## src/rtl/alu_arbiter_pkg.sv

```systemverilog
// Shared definitions for the two-requester ALU arbiter.
//   state_e : arbiter FSM states (idle, executing, holding a response)
//   Op*     : ALU opcode constants carried unchanged on reqN_sel
package alu_arbiter_pkg;

    typedef enum logic [1:0] {
        StIdle = 2'd0,
        StExec = 2'd1,
        StResp = 2'd2
    } state_e;

    localparam logic [3:0] OpPassB = 4'd0;
    localparam logic [3:0] OpNot   = 4'd1;
    localparam logic [3:0] OpAnd   = 4'd2;
    localparam logic [3:0] OpOr    = 4'd3;
    localparam logic [3:0] OpXor   = 4'd4;
    localparam logic [3:0] OpShl   = 4'd7;
    localparam logic [3:0] OpShr   = 4'd8;
    localparam logic [3:0] OpSra   = 4'd9;

endpackage

```

## src/rtl/alu_arbiter_if.sv

```systemverilog
// Bus bundle between two requesters and the ALU arbiter.
//   reqN_valid/ready/sel/a/b : request handshake and payload per requester
//   rspN_valid/ready         : response handshake per requester
//   rsp_c, rsp_cmp           : shared result bus and compare flag
//   busy                     : arbiter is not idle
// slave modport is the arbiter side, master modport the requester side.
interface alu_arbiter_if;

    logic       req0_valid;
    logic       req0_ready;
    logic [3:0] req0_sel;
    logic [7:0] req0_a;
    logic [7:0] req0_b;
    logic       req1_valid;
    logic       req1_ready;
    logic [3:0] req1_sel;
    logic [7:0] req1_a;
    logic [7:0] req1_b;
    logic       rsp0_valid;
    logic       rsp0_ready;
    logic       rsp1_valid;
    logic       rsp1_ready;
    logic [7:0] rsp_c;
    logic       rsp_cmp;
    logic       busy;

    modport slave (
        input  req0_valid, req0_sel, req0_a, req0_b,
        input  req1_valid, req1_sel, req1_a, req1_b,
        input  rsp0_ready, rsp1_ready,
        output req0_ready, req1_ready,
        output rsp0_valid, rsp1_valid, rsp_c, rsp_cmp, busy
    );

    modport master (
        output req0_valid, req0_sel, req0_a, req0_b,
        output req1_valid, req1_sel, req1_a, req1_b,
        output rsp0_ready, rsp1_ready,
        input  req0_ready, req1_ready,
        input  rsp0_valid, rsp1_valid, rsp_c, rsp_cmp, busy
    );

endinterface

```

## src/rtl/ALU8bit.sv

```systemverilog
// Combinational 8-bit ALU.
//   sel_i : opcode (unused codes produce c_o = 0)
//   a_i   : operand A
//   b_i   : operand B (shift amount in B[2:0] for shift opcodes)
//   c_o   : result
//   cmp_o : unsigned A > B
module ALU8bit
    import alu_arbiter_pkg::*;
(
    input  logic [3:0] sel_i,
    input  logic [7:0] a_i,
    input  logic [7:0] b_i,
    output logic [7:0] c_o,
    output logic       cmp_o
);

    always_comb begin
        c_o = 8'h00;
        case (sel_i)
            OpPassB: c_o = b_i;
            OpNot:   c_o = ~b_i;
            OpAnd:   c_o = a_i & b_i;
            OpOr:    c_o = a_i | b_i;
            OpXor:   c_o = a_i ^ b_i;
            OpShl:   c_o = a_i << b_i[2:0];
            OpShr:   c_o = a_i >> b_i[2:0];
            OpSra:   c_o = $signed(a_i) >>> b_i[2:0];
            default: c_o = 8'h00;
        endcase
    end

    assign cmp_o = (a_i > b_i);

endmodule

```

## src/rtl/alu_arbiter.sv

```systemverilog
// Round-robin arbiter sharing one ALU8bit between two requesters.
//   clk, rst_n : clock and asynchronous active-low reset
//   bus        : request/response handshakes and shared result (slave side)
// One operation in flight: IDLE accepts, EXEC computes and latches the result,
// RESP holds it until the owner consumes it.
module alu_arbiter
    import alu_arbiter_pkg::*;
#(
    parameter bit PRIO_INIT = 1'b0
) (
    input  logic           clk,
    input  logic           rst_n,
    alu_arbiter_if.slave   bus
);

    state_e     state_q, state_d;
    logic       owner_q, owner_d;
    logic       last_grant_q, last_grant_d;
    logic [3:0] sel_q, sel_d;
    logic [7:0] a_q, a_d;
    logic [7:0] b_q, b_d;
    logic [7:0] rsp_c_q, rsp_c_d;
    logic       rsp_cmp_q, rsp_cmp_d;

    logic       grant;
    logic       rdy0, rdy1;
    logic [7:0] alu_c;
    logic       alu_cmp;

    ALU8bit u_alu (
        .sel_i (sel_q),
        .a_i   (a_q),
        .b_i   (b_q),
        .c_o   (alu_c),
        .cmp_o (alu_cmp)
    );

    // On a tie the requester that was not served last wins.
    assign grant = (bus.req0_valid && bus.req1_valid) ? ~last_grant_q : bus.req1_valid;
    assign rdy0  = (state_q == StIdle) && bus.req0_valid && !grant;
    assign rdy1  = (state_q == StIdle) && bus.req1_valid && grant;

    always_comb begin
        state_d      = state_q;
        owner_d      = owner_q;
        last_grant_d = last_grant_q;
        sel_d        = sel_q;
        a_d          = a_q;
        b_d          = b_q;
        rsp_c_d      = rsp_c_q;
        rsp_cmp_d    = rsp_cmp_q;
        case (state_q)
            StIdle: begin
                if (rdy0 || rdy1) begin
                    owner_d = grant;
                    sel_d   = grant ? bus.req1_sel : bus.req0_sel;
                    a_d     = grant ? bus.req1_a   : bus.req0_a;
                    b_d     = grant ? bus.req1_b   : bus.req0_b;
                    state_d = StExec;
                end
            end
            StExec: begin
                rsp_c_d   = alu_c;
                rsp_cmp_d = alu_cmp;
                state_d   = StResp;
            end
            StResp: begin
                // Only the owner's ready can retire the response.
                if (owner_q ? bus.rsp1_ready : bus.rsp0_ready) begin
                    last_grant_d = owner_q;
                    state_d      = StIdle;
                end
            end
            default: state_d = StIdle;
        endcase
    end

    always_ff @(posedge clk or negedge rst_n) begin
        if (!rst_n) begin
            state_q      <= StIdle;
            owner_q      <= 1'b0;
            last_grant_q <= ~PRIO_INIT;
            sel_q        <= 4'h0;
            a_q          <= 8'h00;
            b_q          <= 8'h00;
            rsp_c_q      <= 8'h00;
            rsp_cmp_q    <= 1'b0;
        end else begin
            state_q      <= state_d;
            owner_q      <= owner_d;
            last_grant_q <= last_grant_d;
            sel_q        <= sel_d;
            a_q          <= a_d;
            b_q          <= b_d;
            rsp_c_q      <= rsp_c_d;
            rsp_cmp_q    <= rsp_cmp_d;
        end
    end

    assign bus.req0_ready = rdy0;
    assign bus.req1_ready = rdy1;
    assign bus.rsp0_valid = (state_q == StResp) && !owner_q;
    assign bus.rsp1_valid = (state_q == StResp) && owner_q;
    assign bus.rsp_c      = rsp_c_q;
    assign bus.rsp_cmp    = rsp_cmp_q;
    assign bus.busy       = (state_q != StIdle);

endmodule

```

## src/flat_wrapper.sv

```systemverilog
// flat-port wrapper written by rule: the top's interface ports become plain ports
module alu_arbiter_flat import alu_arbiter_pkg::*;
#(
    parameter bit PRIO_INIT = 1'b0
)
  (clk, rst_n, bus_req0_valid, bus_req0_sel, bus_req0_a, bus_req0_b, bus_req1_valid, bus_req1_sel, bus_req1_a, bus_req1_b, bus_rsp0_ready, bus_rsp1_ready, bus_req0_ready, bus_req1_ready, bus_rsp0_valid, bus_rsp1_valid, bus_rsp_c, bus_rsp_cmp, bus_busy);
  alu_arbiter_if bus_i ();
  input  logic clk;
  input  logic rst_n;
  input wire logic [$bits(bus_i.req0_valid)-1:0] bus_req0_valid;
  input wire logic [$bits(bus_i.req0_sel)-1:0] bus_req0_sel;
  input wire logic [$bits(bus_i.req0_a)-1:0] bus_req0_a;
  input wire logic [$bits(bus_i.req0_b)-1:0] bus_req0_b;
  input wire logic [$bits(bus_i.req1_valid)-1:0] bus_req1_valid;
  input wire logic [$bits(bus_i.req1_sel)-1:0] bus_req1_sel;
  input wire logic [$bits(bus_i.req1_a)-1:0] bus_req1_a;
  input wire logic [$bits(bus_i.req1_b)-1:0] bus_req1_b;
  input wire logic [$bits(bus_i.rsp0_ready)-1:0] bus_rsp0_ready;
  input wire logic [$bits(bus_i.rsp1_ready)-1:0] bus_rsp1_ready;
  output wire logic [$bits(bus_i.req0_ready)-1:0] bus_req0_ready;
  output wire logic [$bits(bus_i.req1_ready)-1:0] bus_req1_ready;
  output wire logic [$bits(bus_i.rsp0_valid)-1:0] bus_rsp0_valid;
  output wire logic [$bits(bus_i.rsp1_valid)-1:0] bus_rsp1_valid;
  output wire logic [$bits(bus_i.rsp_c)-1:0] bus_rsp_c;
  output wire logic [$bits(bus_i.rsp_cmp)-1:0] bus_rsp_cmp;
  output wire logic [$bits(bus_i.busy)-1:0] bus_busy;
  assign bus_i.req0_valid = bus_req0_valid;
  assign bus_i.req0_sel = bus_req0_sel;
  assign bus_i.req0_a = bus_req0_a;
  assign bus_i.req0_b = bus_req0_b;
  assign bus_i.req1_valid = bus_req1_valid;
  assign bus_i.req1_sel = bus_req1_sel;
  assign bus_i.req1_a = bus_req1_a;
  assign bus_i.req1_b = bus_req1_b;
  assign bus_i.rsp0_ready = bus_rsp0_ready;
  assign bus_i.rsp1_ready = bus_rsp1_ready;
  assign bus_req0_ready = bus_i.req0_ready;
  assign bus_req1_ready = bus_i.req1_ready;
  assign bus_rsp0_valid = bus_i.rsp0_valid;
  assign bus_rsp1_valid = bus_i.rsp1_valid;
  assign bus_rsp_c = bus_i.rsp_c;
  assign bus_rsp_cmp = bus_i.rsp_cmp;
  assign bus_busy = bus_i.busy;
  alu_arbiter #(.PRIO_INIT(PRIO_INIT)) u_core (.clk(clk), .rst_n(rst_n), .bus(bus_i));
endmodule
```

## config.mk

```make
export PLATFORM = sky130hd
export DESIGN_NAME = alu_arbiter_flat
export DESIGN_NICKNAME = d
export VERILOG_FILES = /design/src/rtl/alu_arbiter_pkg.sv /design/src/rtl/alu_arbiter_if.sv /design/src/rtl/ALU8bit.sv /design/src/rtl/alu_arbiter.sv /design/src/flat_wrapper.sv
export SDC_FILE = /design/constraint.sdc
export NUM_CORES = 1
export LEC_CHECK = 0
export BUFFER_PORTS_ARGS = -buffer_cell sky130_fd_sc_hd__buf_4
export CAP_MARGIN = 20
export CORE_ASPECT_RATIO = 1.2
export CORE_MARGIN = 2
export CORE_UTILIZATION = 50
export DETAILED_ROUTE_END_ITERATION = 8
export HOLD_SLACK_MARGIN = 0.1
export PLACE_DENSITY = 0.77
export SLEW_MARGIN = 25
export SYNTH_ARGS = -nofsm -noshare
export SYNTH_HDL_FRONTEND = slang
export SYNTH_SLANG_ARGS = --single-unit
```

## constraint.sdc

```tcl
create_clock -name clk -period 1.79 [get_ports clk]
set_input_delay 0.2685 -clock clk [delete_from_list [all_inputs] [get_ports clk]]
set_output_delay 0.2685 -clock clk [all_outputs]
set_load 0.05 [all_outputs]
```

==> results.md, run 1 <==
* Sequential area share after synthesis at 0.2836
* Post-layout util at 0.7187
* DRC viols at 0
* Crit Path Max Fanout at 3
* Crit-path cells: mux2_2 > or2_2 > a221o_1 > a221oi_2 > o21ai_1
* Core ar. at 5630 um2
* Post-Synthesis Cells at 333
* Mapped Nets at 404
* Worst hold slack at 0.2357 ns
* WP buf/inv at 0
* Initial DRC count at 196
* Largest net degree at the start of global routing at 42
* Crit. path cell count at 5
* Crit Path Class: reg -> reg
* R2r worst-path depth at 5
* Synth-to-Final Area Change at 38.74%
* Clk pwr share at 0.083
* First drt pass iteration count at 4
* Final net count at 514
* Slew HR at 0.5378
* Part of the power in registers at 0.198
* Synth async-reset ratio at 1.000
* Hold Vio Cnt, Final at 0
* Worst setup EP type: register
* Switching share of power at 0.4743
* Most common cell after layout, fill and taps aside: buf_4
* Slowest stage delay, CP at 0.39 ns
* Slew Limit Fails at 0
* Initial antenna violation count at 0
* Ys flop type: dfrtp_1
* Int Power at 4.045 mW
* GP Congestion at 0.8565
* Net switching power at 3.649 mW
* Starting Density at 0.5180
* Cell area after layout at 4046 um2
* Die width at 73.72 um
* Die H at 87.67 um
* Aggregate global-route resource usage at 0.2877
* Unique masters post-synth at 56
* Outcome: complete, but fails checks
* I/O pins at 60
* Drt wl/cell at 17.17 um
* Power density cells at 1901 nW/um2
* Mean Syn Cell Area at 8.758 um2
* Total CTS buffers at 5
* HP Class: in -> reg
* Max stage delay cell, worst path: dfrtp_1
* Clock transition at path regs at 0.07 ns
* Number of routed nets with antenna violations at 0
* Leak at 1.960 nW
* Layout Skew at 0.008373 ns
* Most frequent cells in the layout: buf_4 (119), nor2_1 (35), a21oi_1 (33)
* WL final at 8724 um
* H-tree depth at 2
* Max Cap Viol at 0
* Maximum root-to-sink buffer count at 2
* Maximum vdd drop at 0.0009081 V
* CTS Sinks at 33
* Pre-CTS setup slack at -0.04549 ns
* Comb power frac at 0.719
* Arr. time, crit path at 1.98 ns
* Post-synth EDFFs at 0
* Max Fclk at 555.0 MHz
* Antenna Cells at 0
* Minimum clock period at 1.802 ns
* Type of origin of the critical path: register
* Failing checks: negative setup slack
* Total congestion overflow at 0
* Yosys reg bits at 33
* Port bufs at 59
* Via count at 2927
* Final critical-path share of the clock period at 1.007
* CP required at 1.96 ns
* Warnings, synthesis at 0
* Vias in the first global route at 2858
* Die footprint at 6463 um2
* Placed cell area at 3839 um2
* Dpl hpwl at 6799 um
* Clock latency on the worst-skew pair at 0.29 ns
* Root buffer cell: clkbuf_8
* Post-Syn Area at 2917 um2
* CTS tree: yes
* Worst slew pin tran at 0.6843 ns
* Share of cells above drive strength 1 at 0.3806
* Worst path top cell family by delay: compound AO/OA/AOI/OAI gates
* Hold Crit Depth at 3
* DR vias/cell at 5.762
* First-pass GRT wire length at 14280 um
* RSZ-0062 raised after global routing: true
* Final worst slack at -0.01171 ns
* Final setup violation count at 1
* Row count at 30
-- state kept, by name, summed over array words and instances (netlist names) --
| register | cells |
|---|---|
| u_core.sel_q | 4 |
| u_core.bus.rsp_cmp | 1 |
| u_core.a_q | 8 |
| u_core.owner_q | 1 |
| u_core.state_q | 2 |
| u_core.bus.rsp_c | 8 |
| u_core.b_q | 8 |
| u_core.last_grant_q | 1 |
-- logic make-up after synthesis --
| group | count (synthesis) | synth area share |
|---|---|---|
| AND/OR/NAND/NOR | 93 | 0.1536 |
| AO/OA/AOI/OAI | 96 | 0.2141 |
| multiplexers | 43 | 0.1798 |
| adder cells (fa/ha/maj) | 25 | 0.1073 |
| buffers and inverters | 43 | 0.06178 |
| flip-flops | 33 | 0.2836 |
-- final timing paths --
| path | start | to | slack [ns] |
|---|---|---|---|
| max | u_core.b_q[0] | u_core.bus.rsp_c[5] | -0.01 |
| min reg2reg | u_core.bus.rsp_c[3] | u_core.bus.rsp_c[3] | 0.48 |
| max reg2reg | u_core.b_q[0] | u_core.bus.rsp_c[5] | -0.01 |
| max in group asynchronous | rst_n | u_core.last_grant_q | 0.98 |
| min | bus_rsp1_ready | u_core.last_grant_q | 0.24 |
| min in group asynchronous | rst_n | u_core.b_q[6] | 0.46 |
-- worst register-to-register path: cells and delay by family (launching register included) --
kind             cells  cell delay (ns)
multiplexers         1             0.36
flip-flops           1             0.39
AO/OA/AOI/OAI        3             0.64
AND/OR/NAND/NOR      1             0.29
-- power by group through the flow --
stage	logic [mW]	clock network, mW	registers, mW
6_report	5.53	0.637	1.52
5_1_grt	6.01	0.685	1.57
4_1_cts	5.36	0.653	1.49
3_5_place_dp	5.20	0	1.50
3_3_place_gp	5.12	0	1.48
2_1_floorplan	2.92	0	1.69
-- cells in the mapped netlist, types with 7 or more instances --
| master | number | area [um2] |
|---|---|---|
| clkbuf_1 | 10 | 37.54 |
| inv_1 | 21 | 78.83 |
| dfrtp_1 | 32 | 800.8 |
| o22ai_1 | 7 | 43.79 |
| nand2b_1 | 8 | 50.05 |
| nand2_1 | 20 | 75.07 |
| buf_2 | 9 | 45.04 |
| a21oi_1 | 33 | 165.2 |
| nand3_1 | 7 | 35.03 |
| ha_1 | 25 | 312.8 |
| o21ai_0 | 13 | 65.06 |
| mux2i_1 | 31 | 310.3 |
| nor2_1 | 36 | 135.1 |
-- stage by stage --
step                      std cells  power, mW  setup TNS [ns]
after floorplan                 333      4.610        -0.01299
after global placement          497      6.599        -0.01432
after detailed placement        497      6.701        -0.08987
after CTS                       506      7.504       -0.007221
after global routing            508      8.267         -0.2800
final                           508      7.693        -0.01171
-- timing repair --
item                       in CTS  in global routing
setup buffers                   0                  2
pin swaps                       1                  3
hold endpoints to repair       32                  0
hold buffers                    1                  0
setup endpoints to repair       5                  9
gates cloned                    0                  0
resized for setup               9                 19
-- final cells by class --
cell class	instances	area, um2
clock inverters	1	5.005
repair buffers	124	965.9
flip-flops and latches	33	838.3
inverters	22	82.58
multi-input cells	257	1978
fillers	464	1584
clock buffers	7	96.34
well taps	64	80.08
-- per-layer routing --
layer / wire, um / GRT usage
met5: 0 / 0
met4: 188 / 0.08760
met3: 454 / 0.03797
met2: 4530 / 0.5179
met1: 3551 / 0.3523
(Power assumes the default switching activity.)
==> inputs of run 2 (changes only) <==
Settings changed: PLACE_DENSITY 0.77 to 0.76, SYNTH_HIERARCHICAL set to 1.
==> run 2 against run 1 <==
Compared with the run above: the flow still finishes with violations (negative setup slack); clock skew down 0.0023 ns; sequential share of layout area fell by 1.7 points; global-route usage is 0.83 points lower; synthesized cell count is 11% lower; die area grew 3.9%; via count shrank 2.8%; sequential power decreased by 4%; largest power group unchanged; highest routed layer unchanged.
==> results.md, run 2 <==
* Cell taking the most area after synthesis: dfrtp_1
* Initial antenna violation count at 0 (unchanged)
* Layout Skew at 0.006078 ns (-0.002294 ns)
* Total CTS buffers at 5 (unchanged)
* Filler instances at 454 (-2.2%)
* Slew HR at 0.5309 (-0.006898)
* Crit-path cells: buf_6 > mux4_2 > a22oi_2 > nor2_1 > or4_1 > mux2_4
* First drt pass iteration count at 4 (unchanged)
* Multi-input logic area at 2181 um2 (+10%)
* Final setup violation count at 8 (+7)
* Die footprint at 6715 um2 (+3.9%)
* Arr. time, crit path at 2.21 ns (+0.23 ns)
* HP Class: in -> reg
* Net switching power at 4.040 mW (+11%)
* CP required at 1.97 ns (about the same)
* Outcome: complete, but fails checks
* Met2 wire length at 4801 um (+6.0%)
* Post-synth top cells: mux2_2 (33), dfrtp_1 (32), ha_1 (25), inv_1 (24), mux2_4 (18)
* Worst setup EP type: register
* Failing checks: negative setup slack
* WP buf/inv at 1 (+1)
* Main area contributors after synthesis: dfrtp_1 (26%), mux2_2 (12%), ha_1 (10%)
* Register-to-register setup slack at -0.24 ns (-0.23 ns)
* Top routing layer in use: met4
* Leak at 2.092 nW (+6.7%)
* Sequential area share after synthesis at 0.2724 (-0.01122)
* Synth top area share at 0.2637 (-0.01086)
* Type of origin of the critical path: register
* CTS tree: yes
* Total congestion overflow at 0 (unchanged)
* HP Start: bus_rsp0_ready
* Antenna Cells at 0 (unchanged)
* Maximum root-to-sink buffer count at 2 (unchanged)
* Part of the power in registers at 0.165 (-0.033)
* Synth-to-Final Area Change at 44.13%
* Final critical-path share of the clock period at 1.135 (+0.1282)
* Final worst slack at -0.2412 ns (-0.2295 ns)
* Most frequent cells in the layout: buf_4 (118), mux2_2 (28), dfrtp_1 (27)
* Crit Path Class: reg -> reg
* Number of routed nets with antenna violations at 0 (unchanged)
* Wire length on met3 at 425 um (-6.4%)
* Power, Total at 8.903 mW (+16%)
* Switching share of power at 0.4538 (-0.02043)
* Warnings, synthesis at 6 (+6)
* Hold endpoint: u_core/last_grant_q
* RSZ-0062 raised after global routing: true
* DRC viols at 0 (unchanged)
* Clock transition at path regs at 0.08 ns (about the same)
* Post-synth EDFFs at 0 (unchanged)
* Dpl hpwl at 6681 um (-1.7%)
* Mean Syn Cell Area at 10.22 um2 (+17%)
* Initial DRC count at 249 (+27%)
* First-pass GRT wire length at 13900 um (-2.7%)
* Mapped Nets at 368 (-8.9%)
* Reg2reg start: u_core/a_q[5]
* Max Fclk at 492.3 MHz (-11%)
* Slew Limit Fails at 0 (unchanged)
* Core ar. at 5973 um2 (+6.1%)
* Yosys reg bits at 33 (unchanged)
* Max Cap Viol at 0 (unchanged)
* Largest net degree at the start of global routing at 34 (-19%)
* GP Congestion at 0.9486 (+11%)
* Max stage delay cell, worst path: mux4_2
* Starting Density at 0.5084 (-0.009621)
* Drt wl/cell at 18.67 um (+8.7%)
* Via count at 2844 (-2.8%)
* Slowest stage delay, CP at 0.48 ns (+0.09 ns)
* H-tree depth at 2 (unchanged)
* Hold Vio Cnt, Final at 0 (unchanged)
* Post-Synthesis Cells at 297 (-11%)
* Int Power at 4.863 mW (+20%)
* Most common cell after layout, fill and taps aside: buf_4
* I/O pins at 60 (unchanged)
* WL final at 9260 um (+6.1%)
* Maximum vdd drop at 0.001134 V (+25%)
* Die width at 75.14 um (+1.9%)
* Port bufs at 59 (unchanged)
* R2r worst-path depth at 6 (+1)
* Unique masters post-synth at 56 (unchanged)
* Post-layout util at 0.7327 (+0.01405)
* Root buffer cell: clkbuf_8
* Synth async-reset ratio at 1.000 (unchanged)
* Final net count at 484 (-5.8%)
* Storage element area at 833.3 um2 (-0.60%)
* Row count at 31 (+3.3%)
* Crit Path Max Fanout at 4 (+1)
* Met1 Wirelength at 3638 um (+2.5%)
* Worst slew pin tran at 0.7009 ns (+0.01664 ns)
* Hold Crit Depth at 3 (unchanged)
* Worst path top cell family by delay: multiplexers
* Vias in the first global route at 2767 (-3.2%)
* Pre-CTS setup slack at -0.3055 ns (-0.2600 ns)
* DR vias/cell at 5.734 (-0.48%)
* Clock latency on the worst-skew pair at 0.29 ns (about the same)
* Minimum clock period at 2.031 ns (+0.2295 ns)
* End of the worst register-to-register path: u_core/bus.rsp_c[3]
* Die H at 89.37 um (+1.9%)
* Top-count cell post-synth: mux2_2
* Comb power frac at 0.753 (+0.034)
* Aggregate global-route resource usage at 0.2794 (-0.008316)
* Post-Syn Area at 3037 um2 (+4.1%)
* Power density cells at 2034 nW/um2 (+7.0%)
* Share of cells above drive strength 1 at 0.5604 (+0.1798)
* Ys flop type: dfrtp_1
* Clk pwr share at 0.083 (about the same)
* CTS Sinks at 33 (unchanged)
## run 2: cell count changes after synthesis, sizes merged, moves of 4 or more
cell and delta:
xnor2 +5, o21ai -6, nor2 -21, nor2b +5
o22ai -4, a21oi -23, nand2 -13, mux2 +45
o211ai -5, mux2i -24
## run 2: metal layers
layer  global-route usage  vias to the layer above
li1                     -                     1316
met1               0.3369                     1361
met2               0.4801                      138
met3              0.04397                       29
met4               0.1372                        0
met5                    0                        -
## run 2: worst max-delay path by stage
stage | depth (start not counted) | startpoint | end | slack [ns]
after floorplan | 6 | u_core/b_q[0] | u_core/bus.rsp_c[3] | -0.30
after global placement | 5 | u_core/b_q[0] | u_core/bus.rsp_c[3] | -0.28
after detailed placement | 5 | u_core/b_q[0] | u_core/bus.rsp_c[3] | -0.31
after CTS | 5 | u_core/b_q[0] | u_core/bus.rsp_c[3] | -0.24
after global routing | 5 | u_core/b_q[0] | u_core/bus.rsp_c[3] | -0.32
final | 6 | u_core/a_q[5] | u_core/bus.rsp_c[3] | -0.24
## run 2: through the flow
stage / instances / setup TNS (ns) / hold slack, ns / area, um2
2_1_floorplan: 297 / -0.7932 / -0.02709 / 3062
3_3_place_gp: 475 / -1.452 / 0.2437 / 3943
3_5_place_dp: 475 / -2.020 / 0.2479 / 3943
4_1_cts: 488 / -1.195 / 0.2604 / 4212
5_1_grt: 496 / -1.856 / 0.2898 / 4377
6_report: 496 / -1.304 / 0.2725 / 4377
## run 2: tightest hold or removal path, stage by stage
cell	delay, ns
buf_4	0.08
nand2_1	0.04
a22o_1	0.17
## run 2: layout make-up
type / instances / share of cell area
well taps: 82 / 0.02344
multi-input cells: 218 / 0.4983
inverters: 25 / 0.02373
repair buffers: 130 / 0.2379
clock buffers: 5 / 0.01572
clock inverters: 3 / 0.01058
flip-flops and latches: 33 / 0.1904
## run 2: logic make-up after synthesis
kind of cell | after synthesis | share of synthesized area
xor+xnor | 6 | 0.01731
simple gates | 65 | 0.1162
flops | 33 | 0.2724
fa+ha+maj | 25 | 0.1030
compound gates | 57 | 0.1360
buf+inv | 46 | 0.06757
mux | 65 | 0.2876
## run 2: power groups by stage
| stage | combinational (mW) | sequential [mW] | clock (mW) |
|---|---|---|---|
| floorplan | 3.23 | 1.77 | 0 |
| global placement | 5.62 | 1.42 | 0 |
| detailed placement | 5.67 | 1.45 | 0 |
| CTS | 6.10 | 1.44 | 0.755 |
| global route | 7.09 | 1.53 | 0.772 |
| finish | 6.70 | 1.46 | 0.735 |
## run 2: repair_timing
| action | CTS | global route |
|---|---|---|
| pin swaps | 10 | 12 |
| hold buffers | 1 | 0 |
| endpoints found under the setup margin | 10 | 10 |
| gates resized for setup | 28 | 24 |
| setup buffers | 4 | 8 |
| hold endpoints to repair | 32 | 0 |
